==> config.mk <==
export PLATFORM = sky130hd
export DESIGN_NAME = cpu_sequencer
export DESIGN_NICKNAME = d
export VERILOG_FILES = /design/src/rtl/cpu_pkg.sv /design/src/rtl/seq_next_pc.sv /design/src/rtl/cpu_sequencer.sv
export SDC_FILE = /design/constraint.sdc
export NUM_CORES = 1
export LEC_CHECK = 0
export ABC_CLOCK_PERIOD_IN_PS = 2200
export BUFFER_PORTS_ARGS = -buffer_cell sky130_fd_sc_hd__buf_2
export CAP_MARGIN = 15
export CORE_ASPECT_RATIO = 1.25
export CORE_UTILIZATION = 45
export DETAILED_ROUTE_END_ITERATION = 8
export PLACE_DENSITY = 0.79
export SLEW_MARGIN = 5
export SYNTH_ARGS = -nofsm -noshare
export SYNTH_HDL_FRONTEND = slang
export SYNTH_SLANG_ARGS = --single-unit
==> constraint.sdc <==
create_clock -name clk -period 2.2 [get_ports clk]
set_input_delay 0 -clock clk [delete_from_list [all_inputs] [get_ports clk]]
set_output_delay 0 -clock clk [all_outputs]
set_load 0.1 [all_outputs]
==> src/rtl/cpu_pkg.sv <==
// Shared definitions for the four-byte-instruction CPU sequencer.
package cpu_pkg;

   typedef enum logic [3:0] {
      FETCH0    = 4'd0,
      FETCH1    = 4'd1,
      FETCH2    = 4'd2,
      FETCH3    = 4'd3,
      FETCH4    = 4'd4,
      EXEC      = 4'd5,
      WAIT_IO   = 4'd6,
      HALT      = 4'd7,
      STEP_WAIT = 4'd8
   } seq_state_t;

   localparam int OPC_IMM1_BIT = 7;
   localparam int OPC_IMM2_BIT = 6;
   localparam int OPC_COND_BIT = 5;

   localparam logic [2:0] PC_INDEX    = 3'd6;
   localparam logic [2:0] IO_INDEX    = 3'd7;
   localparam logic [7:0] HALT_OPCODE = 8'hFF;

endpackage

==> src/rtl/seq_next_pc.sv <==
// Next program counter select: conditional jump, direct counter write, or pc+4.
module seq_next_pc #(
   parameter logic [2:0] PC_INDEX = 3'd6
) (
   input  logic       i_cond,
   input  logic       i_cond_true,
   input  logic [7:0] i_dest,
   input  logic [7:0] i_alu_result,
   input  logic [7:0] i_pc,
   output logic [7:0] o_next_pc
);

   logic [7:0] w_pc_inc;

   assign w_pc_inc = i_pc + 8'd4;

   always_comb begin
      if (i_cond)
         o_next_pc = i_cond_true ? i_dest : w_pc_inc;
      else if (i_dest[2:0] == PC_INDEX)
         o_next_pc = i_alu_result;
      else
         o_next_pc = w_pc_inc;
   end

endmodule

==> src/rtl/cpu_sequencer.sv <==
// Fetch/execute controller: fetches four instruction bytes, stalls on I/O, strobes execute.
// Optional single-step gating is enabled with CPU_SEQUENCER_SINGLE_STEP_EN.
//
// state     | meaning
// FETCH0    | present pc to ROM
// FETCH1..3 | present pc+k, capture previous byte into OPBUSk
// FETCH4    | capture dest byte, decide halt / stall / execute
// EXEC      | one-cycle commit strobe, pc update
// WAIT_IO   | hold operands until I/O handshakes are satisfied
// HALT      | frozen until reset
// STEP_WAIT | wait for step pulse (single-step build only)
module cpu_sequencer #(
   parameter logic [7:0] RESET_PC    = 8'h00,
   parameter logic [2:0] PC_INDEX    = cpu_pkg::PC_INDEX,
   parameter logic [2:0] IO_INDEX    = cpu_pkg::IO_INDEX,
   parameter logic [7:0] HALT_OPCODE = cpu_pkg::HALT_OPCODE
) (
   input  logic       clk,
   input  logic       res,
   output logic [7:0] prog_addr,
   input  logic [7:0] prog_data,
   output logic [7:0] OPBUS1,
   output logic [7:0] OPBUS2,
   output logic [7:0] OPBUS3,
   output logic [7:0] OPBUS4,
   output logic       exec_valid,
   input  logic       cond_true,
   input  logic [7:0] alu_result,
   input  logic       in_valid,
   output logic       IEnable,
   input  logic       out_ready,
   output logic       OEnable,
   output logic [7:0] pc,
   output logic       halted
`ifdef CPU_SEQUENCER_SINGLE_STEP_EN
   ,
   input  logic       step
`endif
);

   import cpu_pkg::*;

   seq_state_t r_state;
   seq_state_t w_state_nxt;
   logic [7:0] r_pc;
   logic [7:0] r_op1;
   logic [7:0] r_op2;
   logic [7:0] r_op3;
   logic [7:0] r_op4;
   logic [7:0] w_next_pc;
   logic [2:0] w_dest_idx;
   logic       w_imm1;
   logic       w_imm2;
   logic       w_cond;
   logic       w_need_in;
   logic       w_need_out;
   logic       w_io_ok;

   // In FETCH4 the dest byte is still on prog_data, so the stall decision looks there.
   assign w_dest_idx = (r_state == FETCH4) ? prog_data[2:0] : r_op4[2:0];
   assign w_imm1     = r_op1[OPC_IMM1_BIT];
   assign w_imm2     = r_op1[OPC_IMM2_BIT];
   assign w_cond     = r_op1[OPC_COND_BIT];
   assign w_need_in  = (!w_imm1 && (r_op2[2:0] == IO_INDEX)) ||
                       (!w_imm2 && (r_op3[2:0] == IO_INDEX));
   assign w_need_out = !w_cond && (w_dest_idx == IO_INDEX);
   assign w_io_ok    = (!w_need_in || in_valid) && (!w_need_out || out_ready);

   assign OPBUS1     = r_op1;
   assign OPBUS2     = r_op2;
   assign OPBUS3     = r_op3;
   assign OPBUS4     = r_op4;
   assign pc         = r_pc;
   assign exec_valid = (r_state == EXEC);
   assign IEnable    = (r_state == EXEC) && w_need_in;
   assign OEnable    = (r_state == EXEC) && w_need_out;
   assign halted     = (r_state == HALT);

   always_comb begin
      case (r_state)
         FETCH1:  prog_addr = r_pc + 8'd1;
         FETCH2:  prog_addr = r_pc + 8'd2;
         FETCH3:  prog_addr = r_pc + 8'd3;
         default: prog_addr = r_pc;
      endcase
   end

   always_comb begin
      w_state_nxt = r_state;
      case (r_state)
         FETCH0: w_state_nxt = FETCH1;
         FETCH1: w_state_nxt = FETCH2;
         FETCH2: w_state_nxt = FETCH3;
         FETCH3: w_state_nxt = FETCH4;
         FETCH4: begin
            if (r_op1 == HALT_OPCODE)
               w_state_nxt = HALT;
            else if (!w_io_ok)
               w_state_nxt = WAIT_IO;
            else
               w_state_nxt = EXEC;
         end
         WAIT_IO: begin
            if (w_io_ok)
               w_state_nxt = EXEC;
         end
         EXEC: begin
`ifdef CPU_SEQUENCER_SINGLE_STEP_EN
            w_state_nxt = STEP_WAIT;
`else
            w_state_nxt = FETCH0;
`endif
         end
         STEP_WAIT: begin
`ifdef CPU_SEQUENCER_SINGLE_STEP_EN
            if (step)
               w_state_nxt = FETCH0;
`else
            w_state_nxt = FETCH0;
`endif
         end
         HALT:    w_state_nxt = HALT;
         default: w_state_nxt = FETCH0;
      endcase
   end

   seq_next_pc #(
      .PC_INDEX (PC_INDEX)
   ) u_next_pc (
      .i_cond       (w_cond),
      .i_cond_true  (cond_true),
      .i_dest       (r_op4),
      .i_alu_result (alu_result),
      .i_pc         (r_pc),
      .o_next_pc    (w_next_pc)
   );

   always_ff @(posedge clk) begin
      if (!res) begin
         r_state <= FETCH0;
         r_pc    <= RESET_PC;
         r_op1   <= 8'h00;
         r_op2   <= 8'h00;
         r_op3   <= 8'h00;
         r_op4   <= 8'h00;
      end else begin
         r_state <= w_state_nxt;
         case (r_state)
            FETCH1:  r_op1 <= prog_data;
            FETCH2:  r_op2 <= prog_data;
            FETCH3:  r_op3 <= prog_data;
            FETCH4:  r_op4 <= prog_data;
            EXEC:    r_pc  <= w_next_pc;
            default: ;
         endcase
      end
   end

endmodule
=== Yosys cells after proc, flatten, opt, wreduce, memory -nomap -nowiden ===
Cells that the tools add are included.

* Register bits after elaboration: 44
* Input bits: 21
* Word-level logic and storage cells: 47

* Muxes and demuxes: 9
* Add/subtract/negate cells: 4
* Eq/ne operators: 13
* Reduce and logical (&&, ||, !) cells: 15

{| class="wikitable"
|+ Operator list
! kind !! count
|-
| $pmux 4 s7 || 1
|-
| $mux 8 || 3
|-
| $pmux 8 s3 || 1
|-
| $add 8x2->8 const B || 2
|-
| $eq 4x3->1 const B || 4
|-
| $eq 3x3->1 const B || 4
|-
| $add 8x1->8 const B || 1
|-
| $add 8x3->8 const B || 1
|-
| $eq 4x2->1 const B || 2
|-
| $eq 8x8->1 const B || 1
|-
| $logic_and 1x1->1 || 6
|-
| $logic_not 1->1 || 5
|-
| $eq 4x1->1 const B || 1
|-
| $logic_not 4->1 || 1
|-
| $mux 2 || 2
|-
| $mux 4 || 1
|-
| $logic_or 1x1->1 || 3
|-
| $mux 3 || 1
|-
| $ne 2x2->1 const B || 1
|}

=== Depth between registers and ports, before layout ===
Gate-level depths: netlist (run 1).

* Word-level depth: 10
* Depth in mapped cells: 10
* Depth with buffers taken out: 8

=== Hierarchy ===
A second synthesis (run 1) with hierarchy kept.

* Cells, all modules: 262
* Area total of the unflattened synthesis: 2389.8 um^2

{| class="wikitable"
|+ Modules (own cells, without submodules)
! module !! sequential area each (um^2) !! times used !! cells an instance !! area an instance (um^2)
|-
| cpu_sequencer || 860.8 || 1 || 209 || 1995.7
|-
| seq_next_pc || 0.0 || 1 || 53 || 394.1
|}

=== Worst setup path after synthesis (run 1) ===
Ideal clock, no wire load.

* Kind: reg-to-output
* Start point: reg r_state[0]
* End point: out prog_addr[1]
* Cell stages (with the launch flop): 9
* Slack: -1.520 ns
* Data arrival time: 3.720 ns
* Buffers on the path: 2
* Required time: 2.200 ns
* Cells stage by stage: dfxtp_1 -> buf_2 -> nor2b_1 -> clkbuf_1 -> nand2_1 -> inv_1 -> fa_1 -> a21oi_1 -> o21ai_0

* Word-level cells in the longest chain between the ends: 2
* Elaborated cells between the ends (all ways): 4
* Classes of those cells: eq/ne (3); mux (1)

{| class="wikitable"
|+ Ends and longest elaborated chain
! item !! RTL line !! RTL
|-
| from (decl) || cpu_sequencer.sv:43 || <nowiki>seq_state_t r_state;</nowiki>
|-
| from (signal assigned) || cpu_sequencer.sv:147 || <nowiki>r_state <= w_state_nxt;</nowiki>
|-
| $eq 4x2->1 or $eq 4x1->1 (tied branches) || cpu_sequencer.sv:80 || <nowiki>case (r_state)</nowiki>
|-
| $pmux 8 s3 * || cpu_sequencer.sv:80 ||
|-
| to (decl) || cpu_sequencer.sv:20 || <nowiki>output logic [7:0] prog_addr,</nowiki>
|}

Every way passes the cells marked *; elsewhere a longest branch is shown, timed or not.

=== Worst setup path in the final report (run 1) ===
* Start point: reg r_state[0]
* End point: out prog_addr[7]

The elaborated chain is that of the path after synthesis.

==> Flow_metrics.wiki, run 1 <==
{| class="wikitable"
! Metric !! Value
|-
| Result of the run || finished, final reports clean
|-
| Minimum setup slack among reg-to-reg paths || roughly 0.29 ns
|-
| Largest voltage drop on the vdd net || around 0.63 mV
|-
| Met2 Usage GRT || 0.427
|-
| Placed instance area || 0.00279 sq mm
|-
| Data required time at the worst endpoint || 2.20 ns
|-
| Initial antenna violation count || 0
|-
| Antenna diode count || 0
|-
| Busiest grt layer || met2
|-
| Count of port buffers added during placement || 72
|-
| Cell area after layout || 0.00293 sq mm
|-
| First-pass GRT wire length || 9.32 mm
|-
| Worst-skew pair later-pin latency || 0.30 ns
|-
| Vias per cell || 5.39
|-
| Total power density per cell area || 689 mW/mm^2
|-
| Setup WS pre-CTS || between 0.2 and 0.25 ns
|-
| Largest fanout on the critical path || 2
|-
| Hold depth || 3
|-
| Met3 routing resource usage after global routing || 0.0560
|-
| Min-Delay Endpoint || pc[3]
|-
| Setup skew after layout || 0.00535 ns
|-
| H-tree levels || 2
|-
| Die area || 0.00500 sq mm
|-
| Yosys synthesis warning count || 0
|-
| Setup-violating endpoint count in the final report || 0
|-
| Post-detailed-routing wire length || approximately 5.7 mm
|-
| Actual transition at the worst max-transition pin || 0.505 ns
|-
| Iteration-0 DRC Markers || 72
|-
| Total clock sinks || 43
|-
| Mean routed wirelength per cell || ~15 um
|-
| Critical path cell sequence || nor2b_2, nand2_4, inv_2, ha_1, a21o_1, a32oi_2, xnor2_4, buf_12
|-
| Std-Cell Core Area || 0.00446 sq mm
|-
| Pre-antenna DRT Iters || 4
|-
| Reg-to-reg startpoint || r_state[2]
|-
| Depth of the worst register-to-register path || 5
|-
| Final period util || 0.940
|-
| Critical path type || reg2out
|-
| Top library cells by usage in the layout, fill and taps aside || 66 x sky130_fd_sc_hd__buf_2, 35 x sky130_fd_sc_hd__dfxtp_1, 32 x sky130_fd_sc_hd__nor2_1
|-
| Relative slew slack || 0.666
|-
| Delay contributed by the slowest stage of the critical path || between 0.3 and 0.4 ns
|-
| Lkg Pwr || between 1 and 1.5 nW
|-
| Clk slew on worst S/H paths || about 0.08 ns
|-
| Via count || 2,005
|-
| Floorplan die height || 78.8 um
|-
| Num CTS Buffers || 5
|-
| Residual DRC count || 0
|-
| I/O pin cnt || between 70 and 80
|-
| Area of combinational cells with multiple inputs || 0.00131 sq mm
|-
| Storage cell area || 871 sq um
|-
| Number of core rows || 27
|-
| Minimum period implied by the final worst setup slack || 2.07 ns
|-
| Root Buffer || sky130_fd_sc_hd__clkbuf_8
|-
| Chip Width || 63.4 um
|-
| Sum Neg Setup Slack || 0 ns
|-
| Mean Syn Cell Area || 8.88 sq um
|-
| Share of synthesized flip-flops with an asynchronous set or reset || 0
|-
| Arrival time at the worst endpoint || 2.07 ns
|-
| CP endpoint kind || primary output
|-
| Flip-flop and latch count after synthesis || 43
|-
| Via count of the first global-routing pass || 1,977
|-
| Maximum number of pins on one net before global-route repair || 40
|-
| Post-synthesis cell area || roughly 0.0021 sq mm
|-
| Kind of start point of the critical path || register
|-
| Global routing usage on met1 || 0.282
|-
| Reg-to-Reg End || r_state[0]
|-
| Unique cell type count in the Yosys netlist || 47
|-
| Share of layout cells above drive strength 1 || 0.382
|-
| Most frequently used flop master after synthesis || sky130_fd_sc_hd__dfxtp_1
|-
| Routability congestion estimate || around 0.81
|-
| NumNets Final || about 340
|-
| Buffer depth of the longest clock path || 2
|-
| DPL Wire Length || 4.21 mm
|-
| Master of the slowest instance on the critical path || sky130_fd_sc_hd__dfxtp_1
|-
| Setup ws final || about 0.13 ns
|-
| Classification of the worst-slack hold path || in2reg
|-
| Most common library cell in the layout ignoring fill and taps || sky130_fd_sc_hd__buf_2
|-
| Count of final hold-check violations || 0
|-
| Launch point of the worst hold path || alu_result[3]
|-
| Clock tree from TritonCTS || done
|-
| Number of nets produced by synthesis || 264
|-
| Gate Count Post-Synth || about 240
|-
| Number of pins with negative max-slew slack in the final report || 0
|-
| Residual overflow from global routing || 0
|-
| Share of the yosys chip area belonging to registers || 0.406
|-
| Total global-route track usage || 0.241
|-
| Core occupancy in the finished layout || 0.657
|-
| Synth-to-Final Area Change || 38.0%
|-
| Final hold slack || 0.00207 ns
|-
| Starting density of the core || 0.476
|-
| Routed Antenna Nets || 0
|-
| Number of fill cells in the layout || 414
|-
| Max-Cap Viols || 0
|-
| Maximum clock frequency || 484 MHz
|-
| EDFF count, synth || 0
|}
-- flip-flops by register name (all words and copies together), names as in the netlist --
| name | cells |
|---|---|
| OPBUS4 | 8 |
| r_state | 3 |
| pc | 8 |
| OPBUS2 | 8 |
| OPBUS1 | 8 |
| OPBUS3 | 8 |
-- final cells by class --
cell class,count,area share
Timing Repair Buffer,82,0.180
Inverter,7,0.00897
Clock inverter,2,0.0120
Tap cell,58,0.0248
Multi-Input combinational cell,174,0.449
Sequential cell,43,0.297
Clock buffer,6,0.0282
-- synth_stat cells, types with 2 or more instances --
cell type / instances / area [sq um]
sky130_fd_sc_hd__a221o_1: 3 / 30.0
sky130_fd_sc_hd__inv_1: 6 / 22.5
sky130_fd_sc_hd__nand3b_1: 2 / 15.0
sky130_fd_sc_hd__a21oi_1: 17 / 85.1
sky130_fd_sc_hd__a221oi_1: 2 / 17.5
sky130_fd_sc_hd__xor2_1: 3 / 26.3
sky130_fd_sc_hd__nor3b_1: 3 / 22.5
sky130_fd_sc_hd__nand3_1: 6 / 30.0
sky130_fd_sc_hd__nand4_1: 2 / 12.5
sky130_fd_sc_hd__buf_2: 4 / 20.0
sky130_fd_sc_hd__clkbuf_1: 9 / 33.8
sky130_fd_sc_hd__a211oi_1: 2 / 15.0
sky130_fd_sc_hd__dfxtp_1: 43 / 861
sky130_fd_sc_hd__ha_1: 3 / 37.5
sky130_fd_sc_hd__nand2_1: 16 / 60.1
sky130_fd_sc_hd__mux2i_1: 26 / 260
sky130_fd_sc_hd__o21ai_0: 11 / 55.1
sky130_fd_sc_hd__or2_2: 2 / 12.5
sky130_fd_sc_hd__o22a_1: 2 / 17.5
sky130_fd_sc_hd__nor2_1: 36 / 135
sky130_fd_sc_hd__nor2b_1: 2 / 12.5
sky130_fd_sc_hd__nand4b_1: 2 / 17.5
sky130_fd_sc_hd__xnor2_1: 3 / 26.3
sky130_fd_sc_hd__a22o_1: 3 / 26.3
sky130_fd_sc_hd__a31oi_1: 2 / 12.5
sky130_fd_sc_hd__nor3_1: 5 / 25.0
sky130_fd_sc_hd__nand2b_1: 2 / 12.5
sky130_fd_sc_hd__and3_1: 3 / 18.8
-- per-layer routing --
layer  vias to the layer above  routed length, um
li1                        992                  -
met1                       943               2390
met2                        61               2890
met3                         9                302
met4                         0                 92
met5                         -                  0
-- kinds of logic after synthesis --
| family | synth area share |
|---|---|
| muxes | 0.130 |
| adders and majority gates | 0.0271 |
| DFF | 0.406 |
| buffers and inverters | 0.0466 |
| and+or+nand+nor | 0.201 |
| AOI/OAI and AO/OA | 0.165 |
| xor gates and xnor gates | 0.0248 |
-- timing repair --
item                                    CTS  global route
hold buffers                              1             0
setup buffers                             0             0
endpoints found under the setup margin    1             5
hold endpoints to repair                  4             0
gates resized for setup                   2             1
-- worst max-delay path: cells and delay by family, from the launching register on --
kind	cells	cell delay, ns
adder cells (fa/ha/maj)	1	0.21
flip-flops	1	0.33
XOR/XNOR	1	0.16
AND/OR/NAND/NOR	2	0.28
buffers and inverters	2	0.26
AO/OA/AOI/OAI	2	0.52
-- power by group --
group	leakage [nW]	switching [W]	internal, W
Clock	0.0612	0.000276	0.000367
Sequential	0.353	0.0000361	0.000812
Combinational	0.916	0.000397	0.000130
-- worst max-delay path by stage --
stage | start | to | slack, ns | depth (start not counted)
2_1_floorplan | r_state[0] | prog_addr[1] | -0.04 | 8
3_3_place_gp | r_state[1] | prog_addr[7] | 0.28 | 7
3_5_place_dp | r_state[1] | prog_addr[7] | 0.21 | 7
4_1_cts | r_state[0] | prog_addr[7] | 0.07 | 8
5_1_grt | r_state[0] | prog_addr[4] | -0.002 | 9
6_report | r_state[0] | prog_addr[7] | 0.13 | 8
-- through the flow --
step / power (W) / instances
6_report: 0.00202 / 372
5_1_grt: 0.00208 / 372
4_1_cts: 0.00202 / 372
3_5_place_dp: 0.00139 / 363
3_3_place_gp: 0.00138 / 363
2_1_floorplan: 0.00127 / 239
No activity file was read; power rests on OpenSTA's default activity.
==> inputs of run 2 (changes only) <==
Settings changed: ABC_AREA set to 1, PLACE_DENSITY 0.79 to 0.78.
==> Flow_metrics.wiki, run 2 <==
{| class="wikitable"
! Metric !! Value
|-
| Result of the run || finished, final reports clean
|-
| Total clock sinks || 43 (unchanged)
|-
| Max layer used || met4
|-
| Relative slew slack || 0.670 (+0.00452)
|-
| Routed Antenna Nets || 0 (unchanged)
|-
| Share of the yosys chip area belonging to registers || 0.389 (-0.0167)
|-
| Total routed wire length on the met1 layer || 2.54 mm (+5.9%)
|-
| Flip-flop and latch count after synthesis || 43 (unchanged)
|-
| Largest voltage drop on the vdd net || 0.465 mV (-26%)
|-
| Setup skew after layout || 0.00475 ns (-0.000592 ns)
|-
| Timing startpoint of the critical path || r_state[0]
|-
| Launch point of the worst hold path || prog_data[0]
|-
| EDFF count, synth || 0 (unchanged)
|-
| Floorplan die height || 80.4 um (+2.1%)
|-
| Setup-violating endpoint count in the final report || 0 (unchanged)
|-
| Unique cell type count in the Yosys netlist || 38 (-19%)
|-
| Post-detailed-routing wire length || 6.16 mm (+8.4%)
|-
| Actual transition at the worst max-transition pin || 0.498 ns (-0.00683 ns)
|-
| Antenna diode count || 0 (unchanged)
|-
| Minimum setup slack among reg-to-reg paths || 0.57 ns (+0.28 ns)
|-
| Core occupancy in the finished layout || 0.639 (-0.0177)
|-
| Lkg Pwr || 1.44 nW (+8.2%)
|-
| Starting density of the core || 0.468 (-0.00788)
|-
| Unrepaired setup endpoints after global routing || false
|-
| Largest fanout on the critical path || 9 (+7)
|-
| Worst-skew pair later-pin latency || 0.29 ns (about the same)
|-
| Post-synthesis cell area || 0.00221 sq mm (+4.3%)
|-
| Setup WS pre-CTS || 0.390 ns (+0.185 ns)
|-
| Total power density per cell area || 633 mW/mm^2 (-8.1%)
|-
| Share of synthesized flip-flops with an asynchronous set or reset || 0 (unchanged)
|-
| Reg-to-reg startpoint || r_state[0]
|-
| H-tree levels || 2 (unchanged)
|-
| Minimum period implied by the final worst setup slack || 2.00 ns (-0.0655 ns)
|-
| Yosys synthesis warning count || 0 (unchanged)
|-
| Mean routed wirelength per cell || 13.6 um (-11%)
|-
| Maximum clock frequency || 499 MHz (+3.3%)
|-
| Max-Cap Viols || 0 (unchanged)
|-
| Total power of the final layout || 0.00191 W (-5.1%)
|-
| CP endpoint kind || primary output
|-
| Depth of the worst register-to-register path || 13 (+8)
|-
| Via count || 2,379 (+19%)
|-
| Hold depth || 3 (unchanged)
|-
| Number of nets produced by synthesis || 333 (+26%)
|-
| Initial antenna violation count || 0 (unchanged)
|-
| Number of core rows || 28 (+3.7%)
|-
| Vias per cell || 5.24 (-2.8%)
|-
| Residual DRC count || 0 (unchanged)
|-
| Met3 Routed Length || 292 um (-3.3%)
|-
| NumNets Final || 419 (+24%)
|-
| Clock tree from TritonCTS || done
|-
| Count of non-filler cells in the finished layout || 454 (+22%)
|-
| Maximum number of pins on one net before global-route repair || 33 (-18%)
|-
| Setup ws final || 0.198 ns (+0.0655 ns)
|-
| Mean Syn Cell Area || 7.19 sq um (-19%)
|-
| Clk slew on worst S/H paths || 0.08 ns (about the same)
|-
| Die area || 0.00520 sq mm (+4.2%)
|-
| DPL Wire Length || 4.67 mm (+11%)
|-
| Gate Count Post-Synth || 308 (+29%)
|-
| Pre-antenna DRT Iters || 4 (unchanged)
|-
| Via count of the first global-routing pass || 2,250 (+14%)
|-
| Cell type contributing the most total cell area after synthesis || sky130_fd_sc_hd__dfxtp_1
|-
| Classification of the worst-slack hold path || in2reg
|-
| Total global-route track usage || 0.252 (+0.0112)
|-
| Std-Cell Core Area || 0.00473 sq mm (+6.1%)
|-
| Residual overflow from global routing || 0 (unchanged)
|-
| Most frequent cells after synthesis || 50 x sky130_fd_sc_hd__nand2_1, 43 x sky130_fd_sc_hd__dfxtp_1, 37 x sky130_fd_sc_hd__nor2_1, 37 x sky130_fd_sc_hd__o21ai_0, 36 x sky130_fd_sc_hd__inv_1
|-
| Critical path type || reg2out
|-
| Most frequently used flop master after synthesis || sky130_fd_sc_hd__dfxtp_1
|-
| Share of Yosys cell area claimed by the top area cell type || 0.389 (-0.0167)
|-
| Kind of start point of the critical path || register
|-
| Final period util || 0.910 (-0.0298)
|-
| Synth-to-Final Area Change || 36.6%
|-
| I/O pin cnt || 73 (unchanged)
|-
| Data required time at the worst endpoint || 2.20 ns (about the same)
|-
| Number of pins with negative max-slew slack in the final report || 0 (unchanged)
|-
| Min-Delay Endpoint || OPBUS1[0]
|-
| Root Buffer || sky130_fd_sc_hd__clkbuf_8
|-
| Arrival time at the worst endpoint || 2.00 ns (-0.07 ns)
|-
| Number of fill cells in the layout || 422 (+1.9%)
|-
| Most used standard cell by instance count after synthesis || sky130_fd_sc_hd__nand2_1
|-
| Top library cells by usage in the layout, fill and taps aside || 66 x sky130_fd_sc_hd__buf_2, 49 x sky130_fd_sc_hd__nand2_1, 36 x sky130_fd_sc_hd__inv_1, 36 x sky130_fd_sc_hd__o21ai_0, 35 x sky130_fd_sc_hd__nor2_1
|-
| Most common library cell in the layout ignoring fill and taps || sky130_fd_sc_hd__buf_2
|-
| Count of port buffers added during placement || 72 (unchanged)
|-
| Count of final hold-check violations || 0 (unchanged)
|-
| Num CTS Buffers || 5 (unchanged)
|-
| Share of layout cells above drive strength 1 || 0.307 (-0.0751)
|-
| Routability congestion estimate || 0.846 (+4.4%)
|-
| Biggest area contributors in the synthesized netlist || sky130_fd_sc_hd__dfxtp_1 39%, sky130_fd_sc_hd__nand2_1 8.5%, sky130_fd_sc_hd__o21ai_0 8.4%, sky130_fd_sc_hd__nor2_1 6.3%, sky130_fd_sc_hd__a21oi_1 6.1%
|-
| Chip Width || 64.7 um (+2.1%)
|-
| Iteration-0 DRC Markers || 151 (+110%)
|-
| Reg-to-Reg End || r_state[0]
|-
| First-pass GRT wire length || 10.1 mm (+9.0%)
|-
| Buffer depth of the longest clock path || 2 (unchanged)
|-
| Total length of routed met2 wires || 3.21 mm (+11%)
|-
| Number of placed cells counting well taps || 433 (+19%)
|}
-- run 2: cell types whose count changed after synthesis, moves of 3 or more --
cell                       change
sky130_fd_sc_hd__nand2_1      +34
sky130_fd_sc_hd__clkbuf_1      -6
sky130_fd_sc_hd__o21ai_0      +26
sky130_fd_sc_hd__nand2_2       +5
sky130_fd_sc_hd__nand3_1       +8
sky130_fd_sc_hd__inv_1        +30
sky130_fd_sc_hd__xnor2_1       -3
sky130_fd_sc_hd__and3_1        -3
sky130_fd_sc_hd__nor3b_1       -3
sky130_fd_sc_hd__mux2i_1      -26
sky130_fd_sc_hd__a31oi_1       +7
sky130_fd_sc_hd__a22o_1        -3
sky130_fd_sc_hd__a21oi_1      +10
-- run 2: through the flow --
| stage | hold slack, ns | instance area, sq um | setup TNS, ns |
|---|---|---|---|
| 2_1_floorplan | 0.131 | 2310 | -0.332 |
| 6_report | 0.00872 | 3020 | 0 |
| 5_1_grt | 0.00694 | 3020 | 0 |
| 3_3_place_gp | 0.248 | 2790 | 0 |
| 3_5_place_dp | 0.254 | 2790 | 0 |
| 4_1_cts | 0.00224 | 3000 | 0 |
-- run 2: metal layers --
layer  vias to the layer above  global-route usage
met5                         -                   0
li1                       1199                   -
met2                        66               0.464
met1                      1101               0.277
met4                         0               0.102
met3                        13              0.0526
-- run 2: kinds of logic (layout without fill, tap and decap cells) --
family	after synthesis	after routing	synth area share
simple gates	124	124	0.261
flops	43	43	0.389
mux	1	1	0.00678
buf+inv	49	135	0.0938
fa+ha+maj	4	4	0.0260
xor+xnor	3	3	0.0119
compound gates	84	84	0.212
-- run 2: worst max path at each step --
stage	cells past startpoint	to
after floorplan	6	prog_addr[2]
after global placement	9	prog_addr[7]
after detailed placement	9	prog_addr[7]
after CTS	9	prog_addr[7]
after global routing	10	prog_addr[7]
final	9	OEnable
-- run 2: area by class of cell --
cell class              count  area (sq um)  share of cell area
multi-input cells         216          1220               0.402
clock buffers               6          82.6              0.0273
flip-flops and latches     43           886               0.293
inverters                  38           143              0.0472
well taps                  60          75.1              0.0248
repair buffers             90           616               0.204
clock inverters             1          5.00             0.00166
-- run 2: worst max-delay path, cell delays in order, from the launching register on --
cell and delay (ns):
sky130_fd_sc_hd__dfxtp_4 0.37, sky130_fd_sc_hd__buf_4 0.15, sky130_fd_sc_hd__nor2_4 0.16, sky130_fd_sc_hd__nand2_4 0.11
sky130_fd_sc_hd__nand2_2 0.09, sky130_fd_sc_hd__nand2_2 0.06, sky130_fd_sc_hd__nor2_2 0.16, sky130_fd_sc_hd__nand2_1 0.11
sky130_fd_sc_hd__nor2_4 0.08, sky130_fd_sc_hd__buf_2 0.42
-- run 2: power by group --
group | internal (W) | switching, W | total, W | leakage, nW
combinational | 0.000117 | 0.000442 | 0.000560 | 1.04
sequential | 0.000814 | 0.0000344 | 0.000849 | 0.356
clock | 0.000246 | 0.000260 | 0.000506 | 0.0470
total | 0.00118 | 0.000736 | 0.00191 | 1.44
-- run 2: repair_timing --
item | CTS | global route
setup buffers | 0 | 2
endpoints found under the setup margin | 0 | 4
endpoints found under the hold margin | 14 | 0
hold buffers | 12 | 0
resized for setup | 0 | 2
==> inputs of run 3 (changes only) <==
Settings changed: CORE_MARGIN set to 5, HOLD_SLACK_MARGIN set to 0.12, PLACE_DENSITY 0.78 to 0.75.
==> Flow_metrics.wiki, run 3 (same netlist as run 2, synthesis figures left out) <==
{| class="wikitable"
! Metric !! Value
|-
| Result of the run || finished, final reports clean
|-
| Lkg Pwr || 1.48 nW (+2.5%)
|-
| Total global-route track usage || 0.208 (-0.0439)
|-
| Residual DRC count || 0 (unchanged)
|-
| Setup WS pre-CTS || 0.292 ns (-0.0986 ns)
|-
| Residual overflow from global routing || 0 (unchanged)
|-
| Routability congestion estimate || 0.791 (-6.5%)
|-
| Count of port buffers added during placement || 72 (unchanged)
|-
| Depth of the worst register-to-register path || 7 (-6)
|-
| Minimum period implied by the final worst setup slack || 2.10 ns (+0.0963 ns)
|-
| Die area || 0.00643 sq mm (+24%)
|-
| Met2 Usage GRT || 0.374 (-0.0900)
|-
| Count of final hold-check violations || 0 (unchanged)
|-
| Reg-to-reg startpoint || OPBUS1[5]
|-
| Largest voltage drop on the vdd net || 0.551 mV (+19%)
|-
| DPL Wire Length || 4.96 mm (+6.3%)
|-
| Buffer depth of the longest clock path || 2 (unchanged)
|-
| Top library cells by usage in the layout, fill and taps aside || 66 x sky130_fd_sc_hd__buf_2, 49 x sky130_fd_sc_hd__nand2_1, 36 x sky130_fd_sc_hd__inv_1, 36 x sky130_fd_sc_hd__o21ai_0, 35 x sky130_fd_sc_hd__nor2_1
|-
| Initial antenna violation count || 0 (unchanged)
|-
| Final period util || 0.954 (+0.0438)
|-
| Num CTS Buffers || 5 (unchanged)
|-
| Pre-antenna DRT Iters || 4 (unchanged)
|-
| I/O pin cnt || 73 (unchanged)
|-
| H-tree levels || 2 (unchanged)
|-
| Kind of start point of the critical path || register
|-
| Hold depth || 3 (unchanged)
|-
| CP endpoint kind || primary output
|-
| Met3 routing resource usage after global routing || 0.0557 (+0.00312)
|-
| Routed Antenna Nets || 0 (unchanged)
|-
| Busiest grt layer || met2
|-
| Number of pins with negative max-slew slack in the final report || 0 (unchanged)
|-
| Actual transition at the worst max-transition pin || 0.500 ns (+0.00176 ns)
|-
| Most common library cell in the layout ignoring fill and taps || sky130_fd_sc_hd__buf_2
|-
| Count of non-filler cells in the finished layout || 460 (+1.3%)
|-
| Relative slew slack || 0.669 (-0.00116)
|-
| First-pass GRT wire length || 10.5 mm (+3.9%)
|-
| Number of fill cells in the layout || 425 (+0.71%)
|-
| Mean routed wirelength per cell || 14.1 um (+4.0%)
|-
| Antenna diode count || 0 (unchanged)
|-
| Total power of the final layout || 0.00203 W (+6.2%)
|-
| Min-Delay Endpoint || pc[5]
|-
| Minimum setup slack among reg-to-reg paths || 0.31 ns (-0.26 ns)
|-
| Core occupancy in the finished layout || 0.650 (+0.0113)
|-
| Vias per cell || 5.22 (-0.35%)
|-
| NumNets Final || 424 (+1.2%)
|-
| Reg-to-Reg End || pc[3]
|-
| Critical path type || reg2out
|-
| Share of layout cells above drive strength 1 || 0.300 (-0.00711)
|-
| Floorplan die height || 88.4 um (+9.9%)
|-
| Data required time at the worst endpoint || 2.20 ns (about the same)
|-
| Worst-skew pair later-pin latency || 0.30 ns (about the same)
|-
| Clock tree from TritonCTS || done
|-
| Clk slew on worst S/H paths || 0.08 ns (about the same)
|-
| Max-Cap Viols || 0 (unchanged)
|-
| Arrival time at the worst endpoint || 2.10 ns (+0.10 ns)
|-
| Classification of the worst-slack hold path || in2reg
|-
| Final hold slack || 0.143 ns (+0.135 ns)
|-
| Total power density per cell area || 656 mW/mm^2 (+3.6%)
|-
| Root Buffer || sky130_fd_sc_hd__clkbuf_8
|-
| Maximum number of pins on one net before global-route repair || 33 (unchanged)
|-
| Chip Width || 72.7 um (+12%)
|-
| Iteration-0 DRC Markers || 222 (+47%)
|-
| Global routing usage on met1 || 0.240 (-0.0361)
|-
| Setup-violating endpoint count in the final report || 0 (unchanged)
|-
| Setup skew after layout || 0.00387 ns (-0.000884 ns)
|-
| Total clock sinks || 43 (unchanged)
|-
| Setup ws final || 0.101 ns (-0.0963 ns)
|-
| Synth-to-Final Area Change || 40.0%
|-
| Number of core rows || 28 (unchanged)
|-
| Via count || 2,402 (+0.97%)
|-
| Starting density of the core || 0.465 (-0.00344)
|-
| Maximum clock frequency || 477 MHz (-4.6%)
|-
| Number of placed cells counting well taps || 433 (unchanged)
|-
| Unrepaired setup endpoints after global routing || false
|-
| Via count of the first global-routing pass || 2,299 (+2.2%)
|-
| Post-detailed-routing wire length || 6.49 mm (+5.4%)
|-
| Largest fanout on the critical path || 5 (-4)
|-
| Launch point of the worst hold path || cond_true
|-
| Std-Cell Core Area || 0.00476 sq mm (+0.74%)
|}
## run 3: cell types whose count changed in the layout (fill, tap and decap cells not counted)
cell / before / now
sky130_fd_sc_hd__buf_4: 6 / 5
sky130_fd_sc_hd__inv_6: 0 / 1
sky130_fd_sc_hd__dlygate4sd3_1: 12 / 18
sky130_fd_sc_hd__clkinv_2: 1 / 0
sky130_fd_sc_hd__clkbuf_8: 6 / 5
sky130_fd_sc_hd__bufinv_16: 0 / 1
sky130_fd_sc_hd__clkinv_1: 0 / 1
## run 3: layer usage
| layer | part of all wire | vias to the layer above |
|---|---|---|
| met4 | 0.011 | 0 |
| met1 | 0.40 | 1098 |
| li1 | - | 1212 |
| met3 | 0.073 | 8 |
| met2 | 0.52 | 84 |
| met5 | 0 | - |
## run 3: how the worst max path moves through the flow
stage / from / endpoint / slack [ns] / cells past startpoint
floorplan: r_state[0] / prog_addr[2] / -0.26 / 6
detailed placement: r_state[0] / prog_addr[7] / 0.29 / 10
global placement: r_state[0] / prog_addr[7] / 0.35 / 10
finish: r_state[0] / prog_addr[4] / 0.10 / 7
CTS: r_state[2] / prog_addr[7] / 0.04 / 9
global route: r_state[0] / prog_addr[7] / 0.006 / 10
## run 3: where the power goes
group	internal (W)	total [W]	switching (W)
sequential	0.000814	0.000853	0.0000389
clock	0.000338	0.000619	0.000280
combinational	0.000120	0.000561	0.000441
total	0.00127	0.00203	0.000760
## run 3: per-stage QoR
| stage | TNS, ns | instance area [sq um] |
|---|---|---|
| after detailed placement | 0 | 2790 |
| after floorplan | -0.332 | 2310 |
| final | 0 | 3100 |
| after CTS | 0 | 3090 |
| after global placement | 0 | 2790 |
| after global routing | 0 | 3100 |
## run 3: critical path, cell delays in order (launching register included)
cell	delay, ns
sky130_fd_sc_hd__dfxtp_4	0.41
sky130_fd_sc_hd__nand2_4	0.08
sky130_fd_sc_hd__nor2_4	0.14
sky130_fd_sc_hd__fa_2	0.25
sky130_fd_sc_hd__nand2_4	0.06
sky130_fd_sc_hd__a21oi_2	0.25
sky130_fd_sc_hd__mux2_4	0.32
sky130_fd_sc_hd__buf_2	0.29
## run 3: area by class of cell
class	count	area (sq um)	area share
Timing Repair Buffer	95	668	0.216
Inverter	38	143	0.0460
Sequential cell	43	886	0.286
Multi-Input combinational cell	216	1220	0.392
Tap cell	60	75.1	0.0242
Clock buffer	5	68.8	0.0222
Clock inverter	3	42.5	0.0137
## run 3: timing repair
| action | 4_1_cts | 5_1_grt |
|---|---|---|
| resized for setup | 0 | 2 |
| hold buffers | 18 | 0 |
| endpoints found under the setup margin | 4 | 4 |
| pin swaps | 1 | 1 |
| buffers inserted | 1 | 0 |
| hold endpoints to repair | 38 | 0 |
